**src/rtl/icache_dm.sv**
```systemverilog
// ----------------------------------------------------------------------------
// icache_dm
//
// Direct-mapped instruction cache serving a 64-bit fetch bundle port. A hit
// returns the bundle combinationally. A miss stalls fetch and refills the
// whole line from a 32-bit memory bus. The bus has a valid/ready request
// channel and an in-order response channel, and only one refill is in
// flight at a time.
//
// Ports:
//   clk            clock, all state updates on the rising edge
//   rst_n          asynchronous active-low reset
//   inst_addr      fetch address (bits [2:0] ignored)
//   inst_rdata     bundle {word @ addr+4, word @ addr}, valid when !inst_stall
//   inst_stall     fetch must hold the address
//   flush          one-cycle pulse that invalidates every line
//   mem_req_valid  refill request valid
//   mem_req_ready  refill request accepted
//   mem_req_addr   line-aligned refill address
//   mem_rsp_valid  one response word valid
//   mem_rsp_data   response word, ascending address order
//   hit_count      wrapping count of hit cycles
//   miss_count     wrapping count of misses (IDLE -> REQ transitions)
// ----------------------------------------------------------------------------
module icache_dm #(
   parameter int NUM_LINES  = 16,
   parameter int LINE_WORDS = 4
) (
   input  logic        clk,
   input  logic        rst_n,
   input  logic [31:0] inst_addr,
   output logic [63:0] inst_rdata,
   output logic        inst_stall,
   input  logic        flush,
   output logic        mem_req_valid,
   input  logic        mem_req_ready,
   output logic [31:0] mem_req_addr,
   input  logic        mem_rsp_valid,
   input  logic [31:0] mem_rsp_data,
   output logic [31:0] hit_count,
   output logic [31:0] miss_count
);

   localparam int OFF_W  = $clog2(LINE_WORDS * 4);
   localparam int IDX_W  = $clog2(NUM_LINES);
   localparam int TAG_W  = 32 - OFF_W - IDX_W;
   localparam int LINE_W = 32 - OFF_W;          // tag + index
   localparam int WSEL_W = $clog2(LINE_WORDS);  // word select within a line

   typedef enum logic [1:0] {
      IDLE,
      REQ,
      FILL
   } state_t;

   state_t              state;
   logic [NUM_LINES-1:0] valid;
   logic [TAG_W-1:0]    tag_arr  [NUM_LINES];
   logic [31:0]         data_arr [NUM_LINES][LINE_WORDS];
   logic [LINE_W-1:0]   miss_line;
   logic [WSEL_W-1:0]   fill_cnt;
   logic                flush_pending;

   // ---------------------------------------------------------------------
   // Lookup
   // ---------------------------------------------------------------------
   logic [IDX_W-1:0]  idx;
   logic [TAG_W-1:0]  tag;
   logic [WSEL_W-1:0] wsel;
   logic [WSEL_W-1:0] word_lo;
   logic [WSEL_W-1:0] word_hi;
   logic              hit;
   logic              unused_addr_bits;

   assign idx  = inst_addr[OFF_W+IDX_W-1:OFF_W];
   assign tag  = inst_addr[31:OFF_W+IDX_W];
   assign wsel = inst_addr[OFF_W-1:2];

   // The bundle always starts on an even word. Masking the select (rather
   // than slicing above bit 2) keeps this legal when a line is one bundle.
   assign word_lo = wsel & ~WSEL_W'(1);
   assign word_hi = word_lo | WSEL_W'(1);

   // Bundle alignment makes the byte offset within the bundle meaningless.
   assign unused_addr_bits = ^inst_addr[2:0];

   assign hit        = (state == IDLE) && valid[idx] && (tag_arr[idx] == tag);
   assign inst_stall = ~hit;
   assign inst_rdata = {data_arr[idx][word_hi], data_arr[idx][word_lo]};

   // ---------------------------------------------------------------------
   // Refill side
   // ---------------------------------------------------------------------
   logic [IDX_W-1:0] fill_idx;
   logic [TAG_W-1:0] fill_tag;
   logic             fill_beat;
   logic             last_beat;

   assign fill_idx  = miss_line[IDX_W-1:0];
   assign fill_tag  = miss_line[LINE_W-1:IDX_W];
   assign fill_beat = (state == FILL) && mem_rsp_valid;
   assign last_beat = fill_beat && (fill_cnt == WSEL_W'(LINE_WORDS - 1));

   // The miss line register is only written in IDLE, so the request address
   // stays stable through any amount of backpressure.
   assign mem_req_addr = {miss_line, {OFF_W{1'b0}}};

   // NOTE: every register below is assigned with <= so that each one samples
   // the values from before the clock edge, whatever order the statements
   // appear in.
   always_ff @(posedge clk or negedge rst_n) begin
      if (!rst_n) begin
         state         <= IDLE;
         valid         <= '0;
         miss_line     <= '0;
         fill_cnt      <= '0;
         flush_pending <= 1'b0;
         mem_req_valid <= 1'b0;
         hit_count     <= '0;
         miss_count    <= '0;
      end else begin
         if (hit) begin
            hit_count <= hit_count + 32'd1;
         end

         case (state)
            IDLE: begin
               if (!hit) begin
                  miss_line     <= inst_addr[31:OFF_W];
                  mem_req_valid <= 1'b1;
                  miss_count    <= miss_count + 32'd1;
                  state         <= REQ;
               end
            end
            REQ: begin
               if (mem_req_ready) begin
                  mem_req_valid <= 1'b0;
                  fill_cnt      <= '0;
                  state         <= FILL;
               end
            end
            FILL: begin
               if (mem_rsp_valid) begin
                  fill_cnt <= fill_cnt + WSEL_W'(1);
                  if (last_beat) begin
                     state <= IDLE;
                  end
               end
            end
            default: state <= IDLE;
         endcase

         // A flush overrides everything. A line whose fill saw a flush
         // (earlier, or on this very beat) must not come back valid.
         if (flush) begin
            valid <= '0;
         end else if ((state == IDLE) && !hit) begin
            valid[idx] <= 1'b0;
         end else if (last_beat && !flush_pending) begin
            valid[fill_idx] <= 1'b1;
         end

         if (last_beat) begin
            flush_pending <= 1'b0;
         end else if (flush && (state == FILL)) begin
            flush_pending <= 1'b1;
         end
      end
   end

   // NOTE: the tag and data arrays have no reset. A line is only trusted once
   // its valid bit is set, and leaving the arrays unreset lets them map onto
   // plain RAM.
   always_ff @(posedge clk) begin
      if (fill_beat) begin
         data_arr[fill_idx][fill_cnt] <= mem_rsp_data;
         if (last_beat) begin
            tag_arr[fill_idx] <= fill_tag;
         end
      end
   end

endmodule

```
**config.mk**
```make
export PLATFORM = sky130hd
export DESIGN_NAME = icache_dm
export DESIGN_NICKNAME = d
export VERILOG_FILES = /design/src/rtl/icache_dm.sv
export SDC_FILE = /design/constraint.sdc
export NUM_CORES = 2
export LEC_CHECK = 0
export CORE_UTILIZATION = 35
export CTS_CLUSTER_DIAMETER = 50
export DETAILED_ROUTE_END_ITERATION = 8
export MAX_ROUTING_LAYER = met4
export PLACE_DENSITY = 0.51
export SLEW_MARGIN = 10
export SYNTH_ARGS = -nofsm -noshare
export SYNTH_HDL_FRONTEND = slang
export SYNTH_SLANG_ARGS = --single-unit
```
**constraint.sdc**
```tcl
create_clock -name clk -period 8 [get_ports clk]
set_input_delay 1.6 -clock clk [delete_from_list [all_inputs] [get_ports clk]]
set_output_delay 1.6 -clock clk [all_outputs]
set_load 0.02 [all_outputs]
```
# Word-level counts from Yosys, hierarchy flattened
# Memory sizes are Yosys's and may differ from the RTL's.
# Cells that the tools add are included.
[totals]
inputBits = 69
ff_bits = 114
output_inout_bits = 162
n_memories = 2
ramBits = 2432
[memory_table]
columns = ["memory", "words", "width", "rd", "rd_ports_with_merged_regs", "write_ports", "line", "text"]
rows = [
  ["data_arr", 16, 128, 1, 0, 1, "59", "logic [31:0] data_arr [NUM_LINES][LINE_WORDS];"],
  ["tag_arr", 16, 24, 1, 0, 1, "58", "logic [TAG_W-1:0] tag_arr [NUM_LINES];"],
]
[classes]
bitwise = 7
addsub = 3
n_reduce_logical = 21
magnitude_cmp = 8
n_eq_ne = 8
muxes = 35
[op_table]
columns = ["op", "count"]
rows = [
  ["$mux 32", 5],
  ["$bmux 32 s2", 2],
  ["$mux 128", 1],
  ["$add 32x1->32 const B", 2],
  ["$demux 32 s2", 1],
  ["$mux 16", 3],
  ["$eq 24x24->1", 1],
  ["$and 16x16->16", 1],
  ["$not 16->16", 1],
  ["$or 16x16->16", 1],
  ["$mux 2", 6],
  ["$mux 1", 11],
  ["$logic_and 1x1->1", 10],
  ["$lt 4x5->1 const B", 2],
  ["$ge 3x3->1 const B", 3],
  ["$not 2->3", 3],
  ["$demux 1 s4", 2],
  ["$ge 4x1->1 const B", 2],
  ["$ne 2x2->1 const B", 4],
  ["$pmux 2 s3", 1],
  ["$reduce_and 3->1", 2],
  ["$reduce_bool 2->1", 3],
  ["$bmux 1 s4", 1],
  ["$eq 2x2->1 const B", 2],
  ["11 further kinds", 12],
]

# Longest topological paths before layout
[logic_depth]
word_depth = 8
mapped_depth = 16

# Worst setup path after synthesis
# No wires, ideal clock.
[synth_path]
kind = "in2out"
startpoint = "in inst_addr[4]"
endpoint = "out inst_rdata[0]"
path_stages = 11
arrival_time_ps = 4670
n_path_buf = 8
setup_slack_ps = 1730
path_cell_list = "buf_6 > buf_6 > buf_4 > buf_2 > buf_4 > clkbuf_1 > buf_2 > buf_2 > mux4_2 > mux4_2 > mux2_2"
[synth_via]
elab_chain_len = 4
[synth_lines]
columns = ["element", "line", "text"]
rows = [
  ["start: declaration", "31", "input logic [31:0] inst_addr,"],
  ["$mem_v2 16x128", "n/a", ""],
  ["$bmux 32 s2", "89", "assign inst_rdata = {data_arr[idx][word_hi], data_arr[idx][word_lo]};"],
  ["$mux 32 (implied by the code) (2 in a row)", "89", ""],
  ["end: declaration", "32", "output logic [63:0] inst_rdata,"],
]
# Every way passes these cells. The select of a mux whose other input is x is not followed.

# Worst setup path after layout
[layout_path]
startpoint = "in inst_addr[4]"
endpoint = "out inst_rdata[8]"
# Same word-level chain as after synthesis.

==> flow_summary.yaml <==
cells_and_area:
  final_cells: 8568
  final_util_pct: 41.3
  layout_commonest_cell: "sky130_fd_sc_hd__edfxtp_1"
  final_layout_size_suffix_gt1_share_pct: 30.9
  areaGrowthSynthToFinish_pct: 17.6
  most-common-layout-cells: "sky130_fd_sc_hd__edfxtp_1, sky130_fd_sc_hd__mux4_2, sky130_fd_sc_hd__clkbuf_16"
  final_cell_area_mm2: 0.116
  num-nets-final: 4678
sta:
  actual_transition_at_the_worst_max_transition_pin_ps: 1260
  unrepaired_setup_endpoints_after_global_routing: "no"
  clock_skew_ps: 59.5
  min_period_over_period_pct: 87.2
  drv_slew: 0
  worst_slew_margin_rel_pct: 15.9
  timing.final.hold_violations: 0
  layout_min_cycle_time_ps: 6980
  final-setup-viol-count: 0
  fin_setup_tns_ps: 0
  fmax_ghz: 0.143
routing:
  drt_pre_antenna_iters: 9
  routed_wire_length_per_instance_um: 30.5
  drc: 52
  totalWireLength_um: 261000
  dr_total_vias: 45900
  post_drt_via_cell_ratio: 5.36
  dr.first_iter.drc_count: 4484
  ant_nets: 0
worst_hold_path:
  min_path_type: "reg -> reg"
  worst_hold_path.endpoint: "miss_count[31]"
  min_from: "miss_count[31]"
  worstHoldPathCells: 1
critical_path:
  setup.worst_path.start_class: "input pin"
  path_delay_family: "buffers and inverters"
  timing.critical_path.slowest_stage_cell: "sky130_fd_sc_hd__clkdlybuf4s50_1"
  cp.arrival_ps: 5380
  worst_path_cell_trace: "buf_8, buf_12, buf_12, buf_4, mux4_2, mux4_2, mux2_2, clkdlybuf4s50_1"
  worstSetupPathType: "in -> out"
  critical_path.n_buffers_inverters: 5
  cp.required_ps: 6400
  endpoint_of_the_lowest_slack_register_to_register_path: "miss_line[0]"
  reg2reg_setup_slack_ps: 4000
  delay_of_the_slowest_critical_path_stage_ps: 590
  r2r_start: "tag_arr[7][13]"
  critical_path.max_fanout: 49
  critPathCaptureType: "output port"
  reg2reg_depth: 8
pwr:
  netSwitchingFraction_pct: 23.0
  internal_power_mw: 24.1
  seq_power_share_pct: 49.5
  max-vdd-ir-drop_uv: 178
  power_leakage_nw: 36.0
  comb_power_share_pct: 7.2
  total_power_mw: 31.3
  netSwitchingPower_mw: 7.18
  p_per_area_mw_per_mm2: 271
  share_clk_of_total_power_pct: 43.4
floorplan:
  die_h_um: 532
  die_area_mm2: 0.283
  fp.dieW_um: 532
  fp.coreArea_mm2: 0.279
  start_util_pct: 35.2
  num_rows: 194
  ios: 231
clock_tree:
  post_cts.repair.setup_buffers: 0
  clock_latency_ps: 870
  clock-sinks: 2546
  cts_inserted_buffers: 303
  hold_fix_buffers_cts: 0
  cts.root.buffer_cell: "sky130_fd_sc_hd__clkbuf_16"
  cts_tree: "yes"
  ctsLongestPathBuffers: 4
  path_clk_slew_ps: 60
  htree_levels: 5
  resized_cells_post_cts: 0
placed_design:
  routability_congestion_estimate_from_global_placement: 0.756
  hpwl_um: 134000
  post_dp_cell_area_mm2: 0.106
  placedCellCount: 8020
  numPortBuffers: 223
synth:
  postSynthAreaPerCell_um2: 23.6
  ys_seq_area_share_pct: 77.2
  syn-cell-area_mm2: 0.0983
  synth.lib_cells_used.distinct: 60
  ys_seq_elements: 2546
  synthesis.yosys.warnings: 0
  count_of_mapped_cells_out_of_synthesis: 4166
  synth_enable_flop_cells: 2432
  postSynth.asyncResetShare_pct: 4.48
  ys_dominant_reg_cell: "sky130_fd_sc_hd__edfxtp_1"
run_status:
  failing_checks: "DRC"
  outcome: "complete, but fails checks"
flow_run:
  cap_violations: 0
global_routing:
  globalRouteTotalUtil_pct: 18.9
  gr-total-overflow: 0
  grt_antenna_before_repair: 19
  grt_first_pass_wirelength_um: 369000
  grt_pass1_vias: 47800
  largest_net_degree_at_the_start_of_global_routing: 117
[cell type report]
type	count	area, µm²
multi-input combinational	1382	21800
tap	3724	4660
clock inverter	164	1720
antenna	6	15.0
timing repair buffer	346	3310
fill	24200	164000
sequential	2546	75900
clock buffer	376	8060
inverter	24	97.6
[how the worst max path moves through the flow]
stage / start / endpoint / slack, ps / depth (start not counted)
2_1_floorplan: inst_addr[4] / inst_rdata[0] / 1730 / 11
3_3_place_gp: inst_addr[4] / inst_rdata[9] / 960 / 8
3_5_place_dp: inst_addr[4] / inst_rdata[9] / 960 / 8
4_1_cts: inst_addr[4] / inst_rdata[9] / 950 / 8
5_1_grt: inst_addr[4] / inst_rdata[8] / 840 / 8
6_report: inst_addr[4] / inst_rdata[8] / 1020 / 8
[cells by family (layout without fill, tap and decap cells)]
kind of cell	after synthesis	after routing	share of synthesized area, %
AO/OA/AOI/OAI	107	107	0.755
adder cells (fa/ha/maj)	6	6	0.0764
flip-flops	2546	2546	77.2
AND/OR/NAND/NOR	299	299	1.59
other	1	10	0.00382
multiplexers	878	878	18.4
buffers and inverters	241	910	1.14
XOR/XNOR	88	88	0.784
[power groups by stage]
stage                     logic [mW]  registers (mW)  clock network, mW
after floorplan                 1.14            15.7                  0
after global placement          2.27            15.7                  0
after detailed placement        2.29            15.7                  0
after CTS                       2.30            15.5               13.9
after global routing            2.39            15.5               14.4
final                           2.25            15.5               13.6
[layer usage]
metal	track usage, %	vias up	part of all wire, %
met5	-	-	0
met4	4.06	0	1.8
met3	2.85	342	5.4
met2	30.1	1262	49
met1	25.7	25600	43
li1	-	18700	-
[synth_stat cells (all sizes together) (2+ instances only)]
library cell | count | area share (%)
nor4b | 3 | 0.027
ha | 6 | 0.076
mux2 | 100 | 1.2
and2 | 13 | 0.083
inv | 24 | 0.092
nor3b | 5 | 0.038
nor4 | 20 | 0.14
or2 | 2 | 0.013
edfxtp | 2432 | 74
mux2i | 50 | 0.51
o22ai | 6 | 0.038
a221oi | 3 | 0.027
nor2 | 78 | 0.30
nand3 | 39 | 0.20
clkbuf | 123 | 0.47
nand2b | 4 | 0.025
and3 | 22 | 0.14
or3 | 7 | 0.045
dfrtp | 114 | 2.9
xor2 | 36 | 0.32
o311ai | 9 | 0.080
mux4 | 728 | 17
a21oi | 11 | 0.056
or4 | 2 | 0.023
nand2 | 42 | 0.17
and4 | 3 | 0.027
nand4 | 28 | 0.18
nor3 | 17 | 0.092
o2111ai | 2 | 0.018
buf | 94 | 0.58
o32ai | 8 | 0.071
a31oi | 2 | 0.013
o21ai | 30 | 0.15
nor2b | 12 | 0.076
a22o | 4 | 0.036
o221ai | 3 | 0.027
a22oi | 21 | 0.17
xnor2 | 52 | 0.46
[registers in the layout, summed over array words and instances (netlist names)]
| register | flops |
|---|---|
| miss_line | 28 |
| fill_cnt | 2 |
| tag_arr | 384 |
| miss_count | 32 |
| flush_pending | 1 |
| mem_req_valid | 1 |
| data_arr | 2048 |
| hit_count | 32 |
| state | 2 |
| valid | 16 |
[through the flow]
stage | hold WS, ps | setup slack, ps
floorplan | 509 | 1730
global placement | 460 | 959
detailed placement | 461 | 957
CTS | 475 | 953
global route | 506 | 837
finish | 472 | 1020
(Power assumes the default switching activity.)
